`config.mk`:
```
export PLATFORM = sky130hd
export DESIGN_NAME = scan_decoder
export DESIGN_NICKNAME = d
export VERILOG_FILES = /design/src/rtl/scan_decoder_pkg.sv /design/src/rtl/scan_decoder_onehot_decoder.sv /design/src/rtl/scan_decoder.sv
export SDC_FILE = /design/constraint.sdc
export NUM_CORES = 1
export LEC_CHECK = 0
export ABC_AREA = 1
export CAP_MARGIN = 30
export CORE_MARGIN = 5
export CORE_UTILIZATION = 40
export DETAILED_ROUTE_END_ITERATION = 16
export PLACE_DENSITY = 0.66
export SLEW_MARGIN = 30
export SYNTH_ARGS = -nofsm -noshare
export SYNTH_HDL_FRONTEND = slang
export SYNTH_SLANG_ARGS = --single-unit
```
`constraint.sdc`:
```
create_clock -name clk -period 1.9 [get_ports clk]
set_input_delay 0.475 -clock clk [delete_from_list [all_inputs] [get_ports clk]]
set_output_delay 0.475 -clock clk [all_outputs]
set_load 0.01 [all_outputs]
```
`src/rtl/scan_decoder_pkg.sv`:
```
// Shared types and constants for the scan decoder: mode encoding, FSM states
// and the output-width derivation.
package scan_decoder_pkg;

    localparam logic MODE_DIRECT = 1'b0;
    localparam logic MODE_SCAN   = 1'b1;

    typedef enum logic [1:0] {
        IDLE   = 2'd0,
        DIRECT = 2'd1,
        SCAN   = 2'd2
    } state_t;

    function automatic int out_width(input int sel_w);
        return 1 << sel_w;
    endfunction

endpackage

```
`src/rtl/scan_decoder_onehot_decoder.sv`:
```
// Combinational SEL_W -> 2**SEL_W one-hot decoder (active-high).
module onehot_decoder #(
    parameter int SEL_W = 2
) (
    input  logic [SEL_W-1:0]      sel,
    output logic [(2**SEL_W)-1:0] onehot
);

    for (genvar gi = 0; gi < 2**SEL_W; gi++) begin : g_line
        assign onehot[gi] = (sel == SEL_W'(gi));
    end

endmodule

```
`src/rtl/scan_decoder.sv`:
```
// Registered one-hot decoder with a direct-select mode and an auto-scan mode
// that walks indices 0..last, holding each for dwell+1 cycles.
module scan_decoder
    import scan_decoder_pkg::*;
#(
    parameter int SEL_W      = 2,
    parameter int DWELL_W    = 8,
    parameter int ACTIVE_LOW = 0
) (
    input  logic                         clk,
    input  logic                         rst_n,
    input  logic                         en,
    input  logic                         mode,
    input  logic [SEL_W-1:0]             sel,
    input  logic [SEL_W-1:0]             last,
    input  logic [DWELL_W-1:0]           dwell,
    output logic [out_width(SEL_W)-1:0]  dec_out,
    output logic [SEL_W-1:0]             cur_idx,
    output logic                         valid,
    output logic                         wrap
);

    localparam int OUT_W = out_width(SEL_W);
    localparam logic [OUT_W-1:0] IDLE_PATTERN = (ACTIVE_LOW != 0) ? '1 : '0;

    state_t             state_reg, state_next;
    logic [SEL_W-1:0]   idx_reg, idx_next;
    logic [DWELL_W-1:0] cnt_reg, cnt_next;
    logic               valid_reg, valid_next;
    logic               wrap_reg, wrap_next;
    logic [OUT_W-1:0]   dec_reg, dec_next;
    logic [OUT_W-1:0]   onehot_next;

    // Decoding the next index keeps dec_out aligned with cur_idx in the same cycle.
    onehot_decoder #(
        .SEL_W (SEL_W)
    ) u_onehot (
        .sel    (idx_next),
        .onehot (onehot_next)
    );

    always_ff @(posedge clk or negedge rst_n) begin
        if (!rst_n) begin
            state_reg <= IDLE;
            idx_reg   <= '0;
            cnt_reg   <= '0;
            valid_reg <= 1'b0;
            wrap_reg  <= 1'b0;
            dec_reg   <= IDLE_PATTERN;
        end else begin
            state_reg <= state_next;
            idx_reg   <= idx_next;
            cnt_reg   <= cnt_next;
            valid_reg <= valid_next;
            wrap_reg  <= wrap_next;
            dec_reg   <= dec_next;
        end
    end

    always_comb begin
        state_next = IDLE;
        idx_next   = '0;
        cnt_next   = '0;
        valid_next = 1'b0;
        wrap_next  = 1'b0;
        if (en) begin
            valid_next = 1'b1;
            if (mode == MODE_DIRECT) begin
                state_next = DIRECT;
                idx_next   = sel;
            end else begin
                state_next = SCAN;
                // Entering SCAN keeps the index/counter defaults of 0.
                if (state_reg == SCAN) begin
                    if (cnt_reg == dwell) begin
                        if (idx_reg >= last) begin
                            wrap_next = 1'b1;
                        end else begin
                            idx_next = idx_reg + 1'b1;
                        end
                    end else begin
                        cnt_next = cnt_reg + 1'b1;
                        idx_next = idx_reg;
                    end
                end
            end
        end
        dec_next = valid_next ? (onehot_next ^ IDLE_PATTERN) : IDLE_PATTERN;
    end

    assign dec_out = dec_reg;
    assign cur_idx = idx_reg;
    assign valid   = valid_reg;
    assign wrap    = wrap_reg;

endmodule

```
## Word level (Yosys, flattened, before mapping)

Index checks and enable logic that the tools add are counted.

- Output and inout bits: 8
- Bits of input ports: 16
- Word-level logic and storage cells: 33
- Register bits: 18

- $add $sub $neg: 2
- Equal/unequal tests: 5
- Order comparisons: 1
- Reduce and logical (&&, ||, !) cells: 1
- Multiplexer cells: 18

Operator list:

| cell | count |
|---|---|
| 8-bit two-way mux | 4 |
| 2-bit two-way mux | 7 |
| 8-bit by 1-bit adder with 8-bit output (second input constant) | 1 |
| 8-bit == test | 1 |
| 2-bit == test (second input constant) | 3 |
| 1-bit two-way mux | 6 |
| 4-bit two-way mux | 1 |
| 2-bit by 1-bit adder with 2-bit output (second input constant) | 1 |
| 2-bit by 1-bit == test with 1-bit output (second input constant) | 1 |
| 2-bit greater-or-equal comparator | 1 |
| 2-bit zero test | 1 |

## Logic depth before layout (Yosys ltp)

Gate-level depths: netlist of the first run.

- Depth in word-level cells: 8
- Depth in mapped cells: 12
- Mapped depth without buffers: 12

## Cells and area by module

Synthesis of the first run repeated with hierarchy kept, for this count alone.

- Cells, all modules: 129
- Area, all modules: 1004.7 um^2

By module, submodules not included:

| module | instances | area an instance (um^2) | cells each | sequential area each (um^2) |
|---|---|---|---|---|
| scan_decoder | 1 | 978.4 | 122 | 450.4 |
| onehot_decoder | 1 | 26.3 | 7 | 0.0 |

## Worst setup path after synthesis of the first run

OpenSTA, ideal clock, no wires.

- Path type: input-to-reg
- Start point: input port last[0]
- End point: register dec_reg[2], in the netlist dec_out[2]
- Stages on the path: 10
- Setup time: 71 ps
- Arrival: 1464 ps
- Path slack: 365 ps
- Data required time: 1829 ps
- Buffers on the path: 0
- Cells stage by stage: ha_1 inv_1 nand2_1 a21oi_1 nand2_1 nand3_2 nand3_1 nand2_2 inv_1 nor2_1

- Word-level cells in the longest chain between the ends: 8

Ends and longest elaborated chain:

| item | line | text |
|---|---|---|
| start: declaration | scan_decoder.sv:15 | `input logic [SEL_W-1:0] last,` |
| 2-bit greater-or-equal comparator | scan_decoder.sv:76 | `if (idx_reg >= last) begin` |
| 2-bit two-way mux | scan_decoder.sv:76 |  |
| 2-bit two-way mux | scan_decoder.sv:75 | `if (cnt_reg == dwell) begin` |
| 2-bit two-way mux | scan_decoder.sv:74 | `if (state_reg == SCAN) begin` |
| 2-bit two-way mux | scan_decoder.sv:68 | `if (mode == MODE_DIRECT) begin` |
| 2-bit two-way mux | scan_decoder.sv:66 | `if (en) begin` |
| named net idx_next[1] | scan_decoder.sv:27 | `logic [SEL_W-1:0] idx_reg, idx_next;` |
| 2-bit == test | scan_decoder_onehot_decoder.sv:10 | `assign onehot[gi] = (sel == SEL_W'(gi));` |
| 4-bit two-way mux | scan_decoder.sv:88 | `dec_next = valid_next ? (onehot_next ^ IDLE_PATTERN) : IDLE_PATTERN;` |
| named net dec_next[2] | scan_decoder.sv:31 | `logic [OUT_W-1:0] dec_reg, dec_next;` |
| end signal: assignment | scan_decoder.sv:56 | `dec_reg <= dec_next;` |
| end: declaration | scan_decoder.sv:31 |  |

The timed path passes the listed nets, and every way through them passes these cells.

## Worst setup path after layout of the first run

Ends and elaborated chain as after synthesis.

==> qor.txt, run 1 <==
Die area: 3680 µm²
Core Box Area: 2480 µm²
Top cells by area, synth: dfrtp_1 (44%), nand2_1 (16%), inv_1 (9.1%), nor2_1 (7.7%), ha_1 (3.7%)
WS Path Type: input pin to register
Synth cell types: 21
CP required: 2130 ps
Sequential fraction of the synthesis area: 43.8%
First-pass GRT wire length: 3540 µm
Pint: 0.574 mW
Clock Path Buffers: 2
Post-synthesis instance total: 140
DR pass1 iterations: 4
Uppermost routed layer: met4
Area leader, netlist: dfrtp_1
Min-delay worst type: register to register
Crit. End Element: register
Net Sw Power: 0.178 mW
Worst-Margin Slew: 263 ps
H-Tree Depth: 1
I/O pin total: 24
Post-DP HPWL: 1720 µm
I/O Buffers: 23
Fin crit period: 1750 ps
Clock transition at path regs: 100 ps
Post-route ant nets: 0
ANT cells: 0
DIE WIDTH: 60.7 µm
Worst-skew pair later-pin latency: 290 ps
Startpoint Class: input pin
GR Overflow Total: 0
Yosys warns: 0
WP data arrival: 1980 ps
Met3 routed WL: 85 µm
Synth Area per Inst: 7.34 µm²
Slew margin rel.: 82.4%
Share of layout cells above drive strength 1: 12.9%
Power density of the placed cells: 546 nW/µm²
RSZ-0062 raised after global routing: no
Nets: 191
Initial antenna violation count: 0
Hold_buf cts: 0
CP Max Fanout: 5
Largest family of logic cells by synthesized area: simple AND/OR/NAND/NOR gates
CTS root buf: clkbuf_4
Compound-Gate Fraction of Synth Area: 1.22%
Hold Fails Final Rpt: 0
Max-slew violation count: 0
Clock power share: 30.9%
Met1 wire length: 865 µm
Gpl congestion: 0.830
Dpl cell area: 1340 µm²
Initial Util: 41.5%
Max-cap violation count: 0
Post-synthesis mux area share: 0%
Post-Route Skew: 3.49 ps
Fillers: 250
Synth Area in Adders: 3.65%
Residual DRC count: 0
Status: finished clean
DRT iter0 DRCs: 25
XOR/XNOR Fraction of Synth Area: 5.97%
Area Growth Syn to Fin: 34.1%
Met2 Routed Length: 1080 µm
# rows: 18
Top-area cell type share of the netlist area: 43.8%
Comb power frac: 16.4%
Fin crit share: 92.0%
GRT Util Overall: 12.9%
CTS tree: done
Die H: 60.7 µm
Sum Neg Setup Slack: 0 ps
CTS Sinks: 18
DR vias: 903
Post-CTS Setup Bufs: 0
Post-DR vias/cell: 4.49
Post-synthesis simple-gate area fraction: 34.7%
Register bit total from synthesis: 18
Syn Std Cell Area: 1030 µm²
Syn Nets: 159
Worst vdd ir: 0.450 mV
FMAX: 572 MHz
Final setup violating endpoints: 0
Share of power burned in registers: 52.6%
Largest net degree at the start of global routing: 19
Routed length per instance: 10.2 µm
Switching part of the total: 23.7%
Max reg flops: 8
Vias in the first global route: 872
Wirelength, routed: 2050 µm
Pleak: 0.689 nW
CTS Buf Count: 3
Final Cell Area: 1380 µm²
[power by group through the flow]
stage	registers (mW)	clock network [mW]	logic, mW
final	0.396	0.233	0.124
after global routing	0.397	0.260	0.137
after CTS	0.396	0.243	0.123
after detailed placement	0.404	0	0.123
after global placement	0.403	0	0.119
after floorplan	0.406	0	0.0455
[kinds of logic after synthesis]
family	Yosys count
compound gates	2
buf+inv	29
simple gates	81
flops	18
fa+ha+maj	3
xor+xnor	7
[cell type report]
class                   count  area, µm²  share of cell area (%)
clock buffers               4       36.3                    2.63
inverters                  29        109                    7.90
multi-input cells          93        472                    34.2
flip-flops and latches     18        450                    32.7
well taps                  30       37.5                    2.72
repair buffers             27        273                    19.8
[worst max-delay path, cell delays in order]
cell,delay [ps]
clkdlybuf4s50_1,410
ha_1,290
inv_1,60
nand2_1,60
a21oi_2,170
nand2_1,90
nand3_2,90
nand3_1,80
nand2_2,140
inv_1,50
nor2_1,70
[layer usage]
| layer | track usage [%] | up-vias |
|---|---|---|
| li1 | - | 472 |
| met1 | 14.8 | 412 |
| met2 | 23.1 | 17 |
| met3 | 4.04 | 2 |
| met4 | 3.72 | 0 |
| met5 | 0 | - |
[per-stage QoR]
step | worst slack [ps] | power, mW | instances | hold slack, ps | util (%)
2_1_floorplan | 365 | 0.452 | 140 | 179 | -
3_3_place_gp | -125 | 0.522 | 197 | 468 | 54.0
3_5_place_dp | -219 | 0.527 | 197 | 476 | 54.0
4_1_cts | 95.4 | 0.762 | 201 | 490 | 55.5
5_1_grt | 66.5 | 0.794 | 201 | 512 | 55.6
6_report | 153 | 0.752 | 201 | 489 | 55.6
[cell usage in the layout (no fill, tap or decap)]
cell type	Yosys	routed
nor3_1	1	1
ha_1	3	3
nand2_1	43	43
buf_12	0	1
a21oi_2	0	1
nand3_1	4	4
nand2_2	4	4
nor2_1	21	21
buf_4	0	3
dfrtp_1	18	18
clkbuf_8	0	1
or2_2	1	1
a21boi_1	1	1
inv_2	3	3
nor3_2	1	1
nand3_2	2	2
inv_1	25	25
nand4_1	1	1
nand2_4	1	1
nor4_1	1	1
clkinv_1	1	1
clkdlybuf4s50_1	0	23
nor2_2	1	1
clkbuf_4	0	3
xnor2_1	3	3
xor2_1	4	4
[synth_stat cells, drive strengths merged]
master	count
nand2	48
inv	28
nor2	22
dfrtp	18
nand3	6
xor2	4
ha	3
xnor2	3
nor3	2
a21boi	1
a21oi	1
clkinv	1
nand4	1
nor4	1
or2	1
[what timing repair did]
| item | CTS | global route |
|---|---|---|
| endpoints found under the setup margin | 0 | 2 |
| hold endpoints to repair | 0 | 0 |
| resized for setup | 0 | 1 |
[worst paths after layout]
path	from	to	cells past startpoint	slack (ps)
setup / recovery	last[0]	dec_out[2]	11	150
hold reg to reg	cnt_reg[0]	cnt_reg[0]	1	490
setup reg to reg	cur_idx[0]	dec_out[2]	11	290
min in group asynchronous	rst_n	cnt_reg[2]	2	500
max in group asynchronous	rst_n	valid	2	1210
hold / removal	cnt_reg[0]	cnt_reg[0]	1	490
Note: power is estimated with default switching activity, not from simulation.
==> run 2, diff against run 1 <==
--- a/config.mk
+++ b/config.mk
@@ -7,7 +7,6 @@
 export LEC_CHECK = 0
 export ABC_AREA = 1
 export CAP_MARGIN = 30
-export CORE_MARGIN = 5
 export CORE_UTILIZATION = 40
 export DETAILED_ROUTE_END_ITERATION = 16
 export PLACE_DENSITY = 0.66
==> run 2 against run 1 <==
First-iteration DRC count is 84% lower. Clock power is 4% higher. Wire length is 4.1% lower. Non-clock buffer count stayed put. Fmax is 1.4% lower. Setup slack worse by 26 ps. Count of clock-buffer cells in the layout stayed put. Via count is 1.4% lower. Utilization is 3.2 points higher. Sequential share of layout area is 0.36 points higher. Combinational power hardly changed. Critical endpoint unchanged. Highest routed layer unchanged.
==> qor.txt, run 2 (synthesis results as in run 1) <==
Status: finished clean (unchanged)
Comb power frac: 16.1% (was 16.4%)
DRT iter0 DRCs: 4 (was 25)
Worst-skew pair later-pin latency: 300 ps (was 290 ps)
Clock Path Buffers: 2 (unchanged)
Met1 wire length: 886 µm (was 865 µm)
Residual DRC count: 0 (unchanged)
CTS Buf Count: 3 (unchanged)
GR Overflow Total: 0 (unchanged)
WP data arrival: 2000 ps (was 1980 ps)
Vias in the first global route: 890 (was 872)
# rows: 17 (was 18)
Startpoint Class: input pin (unchanged)
FMAX: 564 MHz (was 572 MHz)
Worst vdd ir: 0.430 mV (was 0.450 mV)
R2R depth: 11 (unchanged)
Core Box Area: 2320 µm² (was 2480 µm²)
Share of layout cells above drive strength 1: 12.9% (unchanged)
Pleak: 0.684 nW (was 0.689 nW)
Max reg flops: 8 (unchanged)
Power density of the placed cells: 557 nW/µm² (was 546 nW/µm²)
I/O Buffers: 23 (unchanged)
Initial Util: 44.3% (was 41.5%)
Met3 routed WL: 51 µm (was 85 µm)
Max-slew violation count: 0 (unchanged)
Worst r2r dst: dec_out[2] (unchanged)
Fin crit share: 93.3% (was 92.0%)
Area Growth Syn to Fin: 32.6% (was 34.1%)
Clock transition at path regs: 110 ps (was 100 ps)
Post-DR vias/cell: 4.47 (was 4.49)
CP required: 2130 ps (about the same)
Largest net degree at the start of global routing: 19 (unchanged)
Critical Path Start: last[1] (was last[0])
R2R setup slack: 260 ps (was 290 ps)
Initial antenna violation count: 0 (unchanged)
Pint: 0.574 mW (about the same)
DR pass1 iterations: 4 (unchanged)
Wirelength, routed: 1970 µm (was 2050 µm)
CTS tree: done (unchanged)
DIE WIDTH: 52.7 µm (was 60.7 µm)
Min-delay worst type: input pin to asynchronous set/reset pin (was register to register)
DR vias: 890 (was 903)
Hold Fails Final Rpt: 0 (unchanged)
CP Capture Point: dec_out[2] (unchanged)
Die H: 52.7 µm (was 60.7 µm)
Net Sw Power: 0.186 mW (was 0.178 mW)
Nets: 191 (unchanged)
Share of power burned in registers: 52.1% (was 52.6%)
Final setup violating endpoints: 0 (unchanged)
Crit. End Element: register (unchanged)
GRT Util Overall: 17.1% (was 12.9%)
Uppermost routed layer: met4 (unchanged)
Commonest non-fill, non-tap cell in the layout: nand2_1 (unchanged)
Routed length per instance: 9.88 µm (was 10.2 µm)
Overall Power: 0.759 mW (was 0.752 mW)
H-Tree Depth: 1 (unchanged)
Most frequent cells in the layout: nand2_1 (43), inv_1 (25), clkdlybuf4s50_1 (23), nor2_1 (21), dfrtp_1 (18) (unchanged)
WS Path Type: input pin to register (unchanged)
CTS Sinks: 18 (unchanged)
I/O pin total: 24 (unchanged)
Max-cap violation count: 0 (unchanged)
CP Max Fanout: 5 (unchanged)
Slew margin rel.: 79.3% (was 82.4%)
Post-route ant nets: 0 (unchanged)
Die area: 2770 µm² (was 3680 µm²)
Final Core Density: 58.8% (was 55.6%)
CTS root buf: clkbuf_4 (unchanged)
Post-Route Skew: 13.5 ps (was 3.49 ps)
Post-DP HPWL: 1560 µm (was 1720 µm)
Clock power share: 31.8% (was 30.9%)
Gpl congestion: 0.800 (was 0.830)
ANT cells: 0 (unchanged)
Switching part of the total: 24.5% (was 23.7%)
Critical R2R Launch: cur_idx[0] (unchanged)
Worst-Margin Slew: 310 ps (was 263 ps)
Fin crit period: 1770 ps (was 1750 ps)
Hold_buf cts: 0 (unchanged)
Met2 Routed Length: 1000 µm (was 1080 µm)
First-pass GRT wire length: 3510 µm (was 3540 µm)
==> run 2: critical path, stage by stage <==
cell and delay [ps]:
clkdlybuf4s50_1 460, inv_1 40, ha_1 300, a21oi_2 190
nand2_1 90, nand3_2 100, nand3_1 80, nand2_2 120
inv_1 50, nor2_1 90
==> run 2: worst min path at each step <==
stage	from	to	slack (ps)
CTS	rst_n	cnt_reg[4]	490
finish	rst_n	cnt_reg[4]	480
global route	rst_n	cnt_reg[2]	520
detailed placement	cnt_reg[0]	cnt_reg[0]	490
global placement	cnt_reg[0]	cnt_reg[0]	480
floorplan	rst_n	cnt_reg[0]	180
==> run 2: through the flow <==
stage | TNS, ps | hold WS [ps] | cells | setup slack (ps) | area (µm²)
finish | 0 | 482 | 199 | 127 | 1360
global route | -17.7 | 521 | 199 | -17.7 | 1360
CTS | 0 | 491 | 199 | 99.5 | 1360
detailed placement | -776 | 491 | 195 | -202 | 1320
global placement | -529 | 481 | 195 | -134 | 1320
floorplan | 0 | 179 | 140 | 365 | 1030
==> run 2: area by class of cell <==
type / instances / area (µm²)
clock buffer: 4 / 36.3
fill: 218 / 956
inverter: 29 / 109
multi-input combinational: 93 / 472
sequential: 18 / 450
tap: 28 / 35.0
timing repair buffer: 27 / 260
==> run 2: what timing repair did <==
action,in CTS,in global routing
resized for setup,0,1
setup endpoints to repair,0,1
buffers inserted,0,0
==> run 2: layer usage <==
layer  vias to the layer above  GRT usage [%]
li1                        475              -
met1                       398           19.6
met2                        13           32.1
met3                         4           1.74
met4                         0           6.58
met5                         -              0
==> run 2: power by group through the flow <==
| stage | sequential [mW] | combinational [mW] | clock [mW] |
|---|---|---|---|
| after floorplan | 0.406 | 0.0455 | 0 |
| after global placement | 0.403 | 0.118 | 0 |
| after detailed placement | 0.403 | 0.121 | 0 |
| after CTS | 0.396 | 0.121 | 0.248 |
| after global routing | 0.397 | 0.139 | 0.265 |
| final | 0.396 | 0.122 | 0.242 |
==> patch 1, RTL diff (config.mk and constraints of run 1) <==
`SEL_W` is set to 2 in 2 places; all go to 4. Comments in the files are not updated.
--- a/src/rtl/scan_decoder_onehot_decoder.sv
+++ b/src/rtl/scan_decoder_onehot_decoder.sv
@@ -1,6 +1,6 @@
 // Combinational SEL_W -> 2**SEL_W one-hot decoder (active-high).
 module onehot_decoder #(
-    parameter int SEL_W = 2
+    parameter int SEL_W = 4
 ) (
     input  logic [SEL_W-1:0]      sel,
     output logic [(2**SEL_W)-1:0] onehot
--- a/src/rtl/scan_decoder.sv
+++ b/src/rtl/scan_decoder.sv
@@ -3,7 +3,7 @@
 module scan_decoder
     import scan_decoder_pkg::*;
 #(
-    parameter int SEL_W      = 2,
+    parameter int SEL_W      = 4,
     parameter int DWELL_W    = 8,
     parameter int ACTIVE_LOW = 0
 ) (
Interface: changed (resized cur_idx, dec_out, last and sel); port bits go from 24 to 42. The function was not compared with the original's and may differ.
==> patch 1 against run 1 <==
  * Sequential power is 77% higher
  * Synthesized cell count is 36% higher
  * Sequential share of layout area is 1.2 points lower
  * Sequential cell count is 14 higher
  * Power is 94% higher
  * Area after synthesis is 61% higher
  * Via count is 53% higher
  * Setup slack worse by 96 ps
  * Routed wire length is 87% higher
  * Design area is 85% higher
  * Highest routed layer unchanged
==> patch 1: results (changes against run 1) <==
.. list-table::
   :header-rows: 1

   * - Metric
     - Value
   * - Ratio of routed vias to standard cells
     - 4.485 (-0.16%)
   * - Worst-path fanout max
     - 3 (-2)
   * - Endpoint arrival time on the critical path
     - 1370 ps (-610 ps)
   * - Fraction of power spent switching nets
     - 27.02% (+3.3 points)
   * - Area post-placement
     - 0.002263 mm^2 (+69%)
   * - Total leakage power
     - 0.001317 uW (+91%)
   * - Maximum number of pins on one net before global-route repair
     - 33 (+14)
   * - Source of the worst register-to-register timing path
     - cnt_reg[2]
   * - Power density over the cells
     - 570.6 mW/mm^2 (+4.5%)
   * - Met3 capacity usage during global routing
     - 5.946% (+1.9 points)
   * - Number of global-route vias before repair
     - 1430 (+64%)
   * - Final routed wirelength across all metal layers
     - 3827 um (+87%)
   * - Worst IR drop on VDD
     - 394.8 uV (-12%)
   * - Number of clock buffers inserted by TritonCTS
     - 5 (+2)
   * - Peak per-stage delay on the critical path
     - 520 ps (+110 ps)
   * - All-Layer GR Usage
     - 14.64% (+1.7 points)
   * - Top post-synthesis cells by count
     - 42 x sky130_fd_sc_hd__nand2_1, 32 x sky130_fd_sc_hd__dfrtp_1, 28 x sky130_fd_sc_hd__inv_1, 28 x sky130_fd_sc_hd__nor2_1, 9 x sky130_fd_sc_hd__nand3_1
   * - Met2 Usage GRT
     - 26.08% (+3.0 points)
   * - Slack of the worst reg-to-reg path
     - 90 ps (-200 ps)
   * - R2R depth
     - 10 (-1)
   * - Met2 wire len
     - 1984 um (+83%)
   * - Final worst clock skew
     - 4.421 ps (+0.9273 ps)
   * - Gate count of the mapped netlist
     - 190 (+36%)
   * - H-tree depth
     - 2 (+1)
   * - Met1 routing resource usage after global routing
     - 16.34% (+1.5 points)
   * - Detailed router's first-iteration violation count
     - 28 (+12%)
   * - Last weighted congestion value of the routability-driven placer
     - 0.7955 (-4.2%)
   * - Insertion delay of the later-clocked pin in the worst-skew pair
     - approximately 280 ps
   * - Final Net Count
     - 284 (+49%)
   * - Share of final-layout standard cells stronger than drive strength 1
     - 34.75% (+22 points)
   * - Status
     - completed
   * - Post-route met1 wirelength
     - 1515 um (+75%)
   * - Root cell of the clock tree
     - sky130_fd_sc_hd__clkbuf_8
   * - Reported clock group power
     - 516 uW (+120%)
   * - Flip-flop count of the largest register after layout
     - 16 (+8)
   * - Total length of routed met3 wires
     - 283 um (+230%)
   * - Top post-synthesis cells by area
     - sky130_fd_sc_hd__dfrtp_1 48%, sky130_fd_sc_hd__nand2_1 9.5%, sky130_fd_sc_hd__inv_1 6.3%
   * - Total half-perimeter wirelength after legalization and detailed placement
     - 2746 um (+59%)
   * - Beginning of the critical path
     - cur_idx[3]
   * - Syn Nets
     - 216 (+36%)
==> patch 1: cells by family after synthesis <==
family | Yosys count | share of synthesized area [%]
AOI/OAI and AO/OA | 4 | 2.192
buffers and inverters | 32 | 7.559
and+or+nand+nor | 108 | 33.11
DFF | 32 | 48.38
xor gates and xnor gates | 8 | 4.233
adders and majority gates | 6 | 4.535
==> patch 1: final cells by class <==
cell class | instances | area (um^2)
fill | 349 | 1449
multi-input combinational | 126 | 880.8
sequential | 32 | 803.3
timing repair buffer | 61 | 589.3
inverter | 32 | 127.6
clock buffer | 5 | 68.82
tap | 50 | 62.56
clock inverter | 3 | 18.77
==> patch 1: per-stage QoR <==
step	setup WS (ps)	hold slack, ps
floorplan	106.9	179.4
global placement	-489.8	502.4
detailed placement	-520.2	503.3
CTS	9.512	513.0
global route	-44.62	546.6
finish	57.04	508.2
==> patch 1: what timing repair did <==
item | CTS | global route
endpoints found under the setup margin | 18 | 19
gates resized for setup | 13 | 44
pin swaps | 14 | 31
setup buffers | 0 | 2
==> patch 2, RTL diff (settings of run 1) <==
Without the edit above. Re-encode `state_t` (3 states) as one-hot, 3 bits wide.
--- a/src/rtl/scan_decoder_pkg.sv
+++ b/src/rtl/scan_decoder_pkg.sv
@@ -5,10 +5,10 @@
     localparam logic MODE_DIRECT = 1'b0;
     localparam logic MODE_SCAN   = 1'b1;
 
-    typedef enum logic [1:0] {
-        IDLE   = 2'd0,
-        DIRECT = 2'd1,
-        SCAN   = 2'd2
+    typedef enum logic [2:0] {
+        IDLE   = 3'b001,
+        DIRECT = 3'b010,
+        SCAN   = 3'b100
     } state_t;
 
     function automatic int out_width(input int sel_w);
Behaviour: same outputs for any inputs over 10 cycles, from zero or initial values and one cycle with rst_n low; not proved beyond that.
==> patch 2 against run 1 <==
  * Clock skew is 2.5 ps higher
  * Sequential cell count is 1 higher
  * Power shrank 2.0%
  * Utilization shrank 2.6 points
  * Area after synthesis up 5.8%
  * Synthesized cell count up 2.1%
  * Sequential power increased by 5.8%
  * Routed wire length grew 3.5%
  * Worst hold slack improved by 27 ps
  * Design area up 3.4%
  * Global-route usage down 0.54 points
  * Setup slack better by 4.7 ps
  * Maximum frequency rose by 0.27%
  * Count of clock-buffer cells in the layout unchanged
==> patch 2: results (changes against run 1) <==
.. list-table::
   :header-rows: 1

   * - Metric
     - Value
   * - XOR/XNOR Fraction of Synth Area
     - 4.028% (-1.9 points)
   * - Last weighted congestion value of the routability-driven placer
     - 0.8014 (-3.4%)
   * - Min-Delay Path Class
     - input port to async pin
   * - Top post-synthesis cells by count
     - 41 x sky130_fd_sc_hd__nand2_1, 23 x sky130_fd_sc_hd__inv_1, 18 x sky130_fd_sc_hd__dfrtp_1, 16 x sky130_fd_sc_hd__nor2_1
   * - Detailed router's first-iteration violation count
     - 15 (-40%)
   * - Switching pwr
     - 175.0 uW (-1.7%)
   * - Maximum number of pins on one net before global-route repair
     - 20 (+1)
   * - Endpoint arrival time on the critical path
     - 1270 ps (-710 ps)
   * - Detailed-route via count
     - 942 (+4.3%)
   * - Fraction of power spent switching nets
     - 23.75% (+0.078 points)
   * - Worst slack, placed
     - -208.9 ps (+10.54 ps)
   * - Maximum count of clock buffers along a single path
     - 2 (unchanged)
   * - Worst-path fanout max
     - 4 (-1)
   * - Sequential cell area fraction in the yosys report
     - 43.84% (about the same)
   * - Util after Layout
     - 53.00% (-2.6 points)
   * - Insertion delay of the later-clocked pin in the worst-skew pair
     - 290 ps (about the same)
   * - Final Net Count
     - 195 (+2.1%)
   * - Area post-placement
     - 0.001394 mm^2 (+4.2%)
   * - Total leakage power
     - 0.0006935 uW (+0.60%)
   * - Final worst clock skew
     - 5.991 ps (+2.498 ps)
   * - Number of different library cells in the post-synthesis netlist
     - 23 (+9.5%)
   * - Worst IR drop on VDD
     - 394.1 uV (-12%)
   * - Status
     - completed
   * - Syn Nets
     - 162 (+1.9%)
   * - Per-instance average area after synthesis
     - 7.603 um^2 (+3.6%)
   * - Total half-perimeter wirelength after legalization and detailed placement
     - 1744 um (+1.3%)
   * - First-pass GRT wire length
     - 4002 um (+13%)
   * - Number of global-route vias before repair
     - 964 (+11%)
   * - Top post-synthesis cells by area
     - sky130_fd_sc_hd__dfrtp_1 41%, sky130_fd_sc_hd__nand2_1 14%, sky130_fd_sc_hd__inv_1 7.9%
   * - Fraction of the mapped netlist area in compound gates
     - 2.877% (+1.7 points)
   * - Worst-margin pin slew
     - 235.8 ps (-26.85 ps)
   * - Post-Synth Adder-Cell Area
     - 3.452% (-0.20 points)
   * - Drt wl/cell
     - 10.31 um (+1.0%)
   * - Share of final-layout standard cells stronger than drive strength 1
     - 18.86% (+6.0 points)
patch 2: cell count changes in the layout (fill, tap and decap cells not counted), moves of 2 or more:
| cell | run 1 | this run |
|---|---|---|
| sky130_fd_sc_hd__xor2_1 | 4 | 2 |
| sky130_fd_sc_hd__inv_1 | 25 | 23 |
| sky130_fd_sc_hd__nor2_4 | 0 | 2 |
| sky130_fd_sc_hd__nand2_1 | 43 | 41 |
| sky130_fd_sc_hd__nand2_2 | 4 | 6 |
| sky130_fd_sc_hd__inv_2 | 3 | 6 |
| sky130_fd_sc_hd__buf_4 | 3 | 5 |
| sky130_fd_sc_hd__nor2_1 | 21 | 16 |
| sky130_fd_sc_hd__a21oi_1 | 0 | 2 |
| sky130_fd_sc_hd__nor2_2 | 1 | 3 |
patch 2: layer usage:
layer	routed length, um	global-route usage [%]
met1	944	14.22
met2	1052	21.50
met3	116	3.964
met4	9	4.065
met5	0	0
patch 2: worst paths after layout:
| path | from | end | slack [ps] | cells after the start |
|---|---|---|---|---|
| min in group clk | cnt_reg[0] | cnt_reg[0] | 520 | 1 |
| worst max-delay path | cur_idx[1] | cur_idx[1] | 160 | 1 |
| worst min-delay path | rst_n | cnt_reg[2] | 520 | 2 |
| worst max register to register | cur_idx[0] | dec_out[2] | 290 | 11 |
| worst min register to register | cnt_reg[0] | cnt_reg[0] | 520 | 1 |
| max in group asynchronous | rst_n | state_reg[0] | 1110 | 2 |
patch 2: area by class of cell:
class	instances	area [um^2]
timing repair buffer	28	267.8
tap	31	38.79
clock buffer	4	26.28
fill	269	1262
sequential	19	476.7
inverter	29	108.9
multi-input combinational	95	505.5
patch 2: repair_timing:
item,4_1_cts,5_1_grt
endpoints found under the setup margin,0,1
gates resized for setup,0,1
setup buffers,0,0
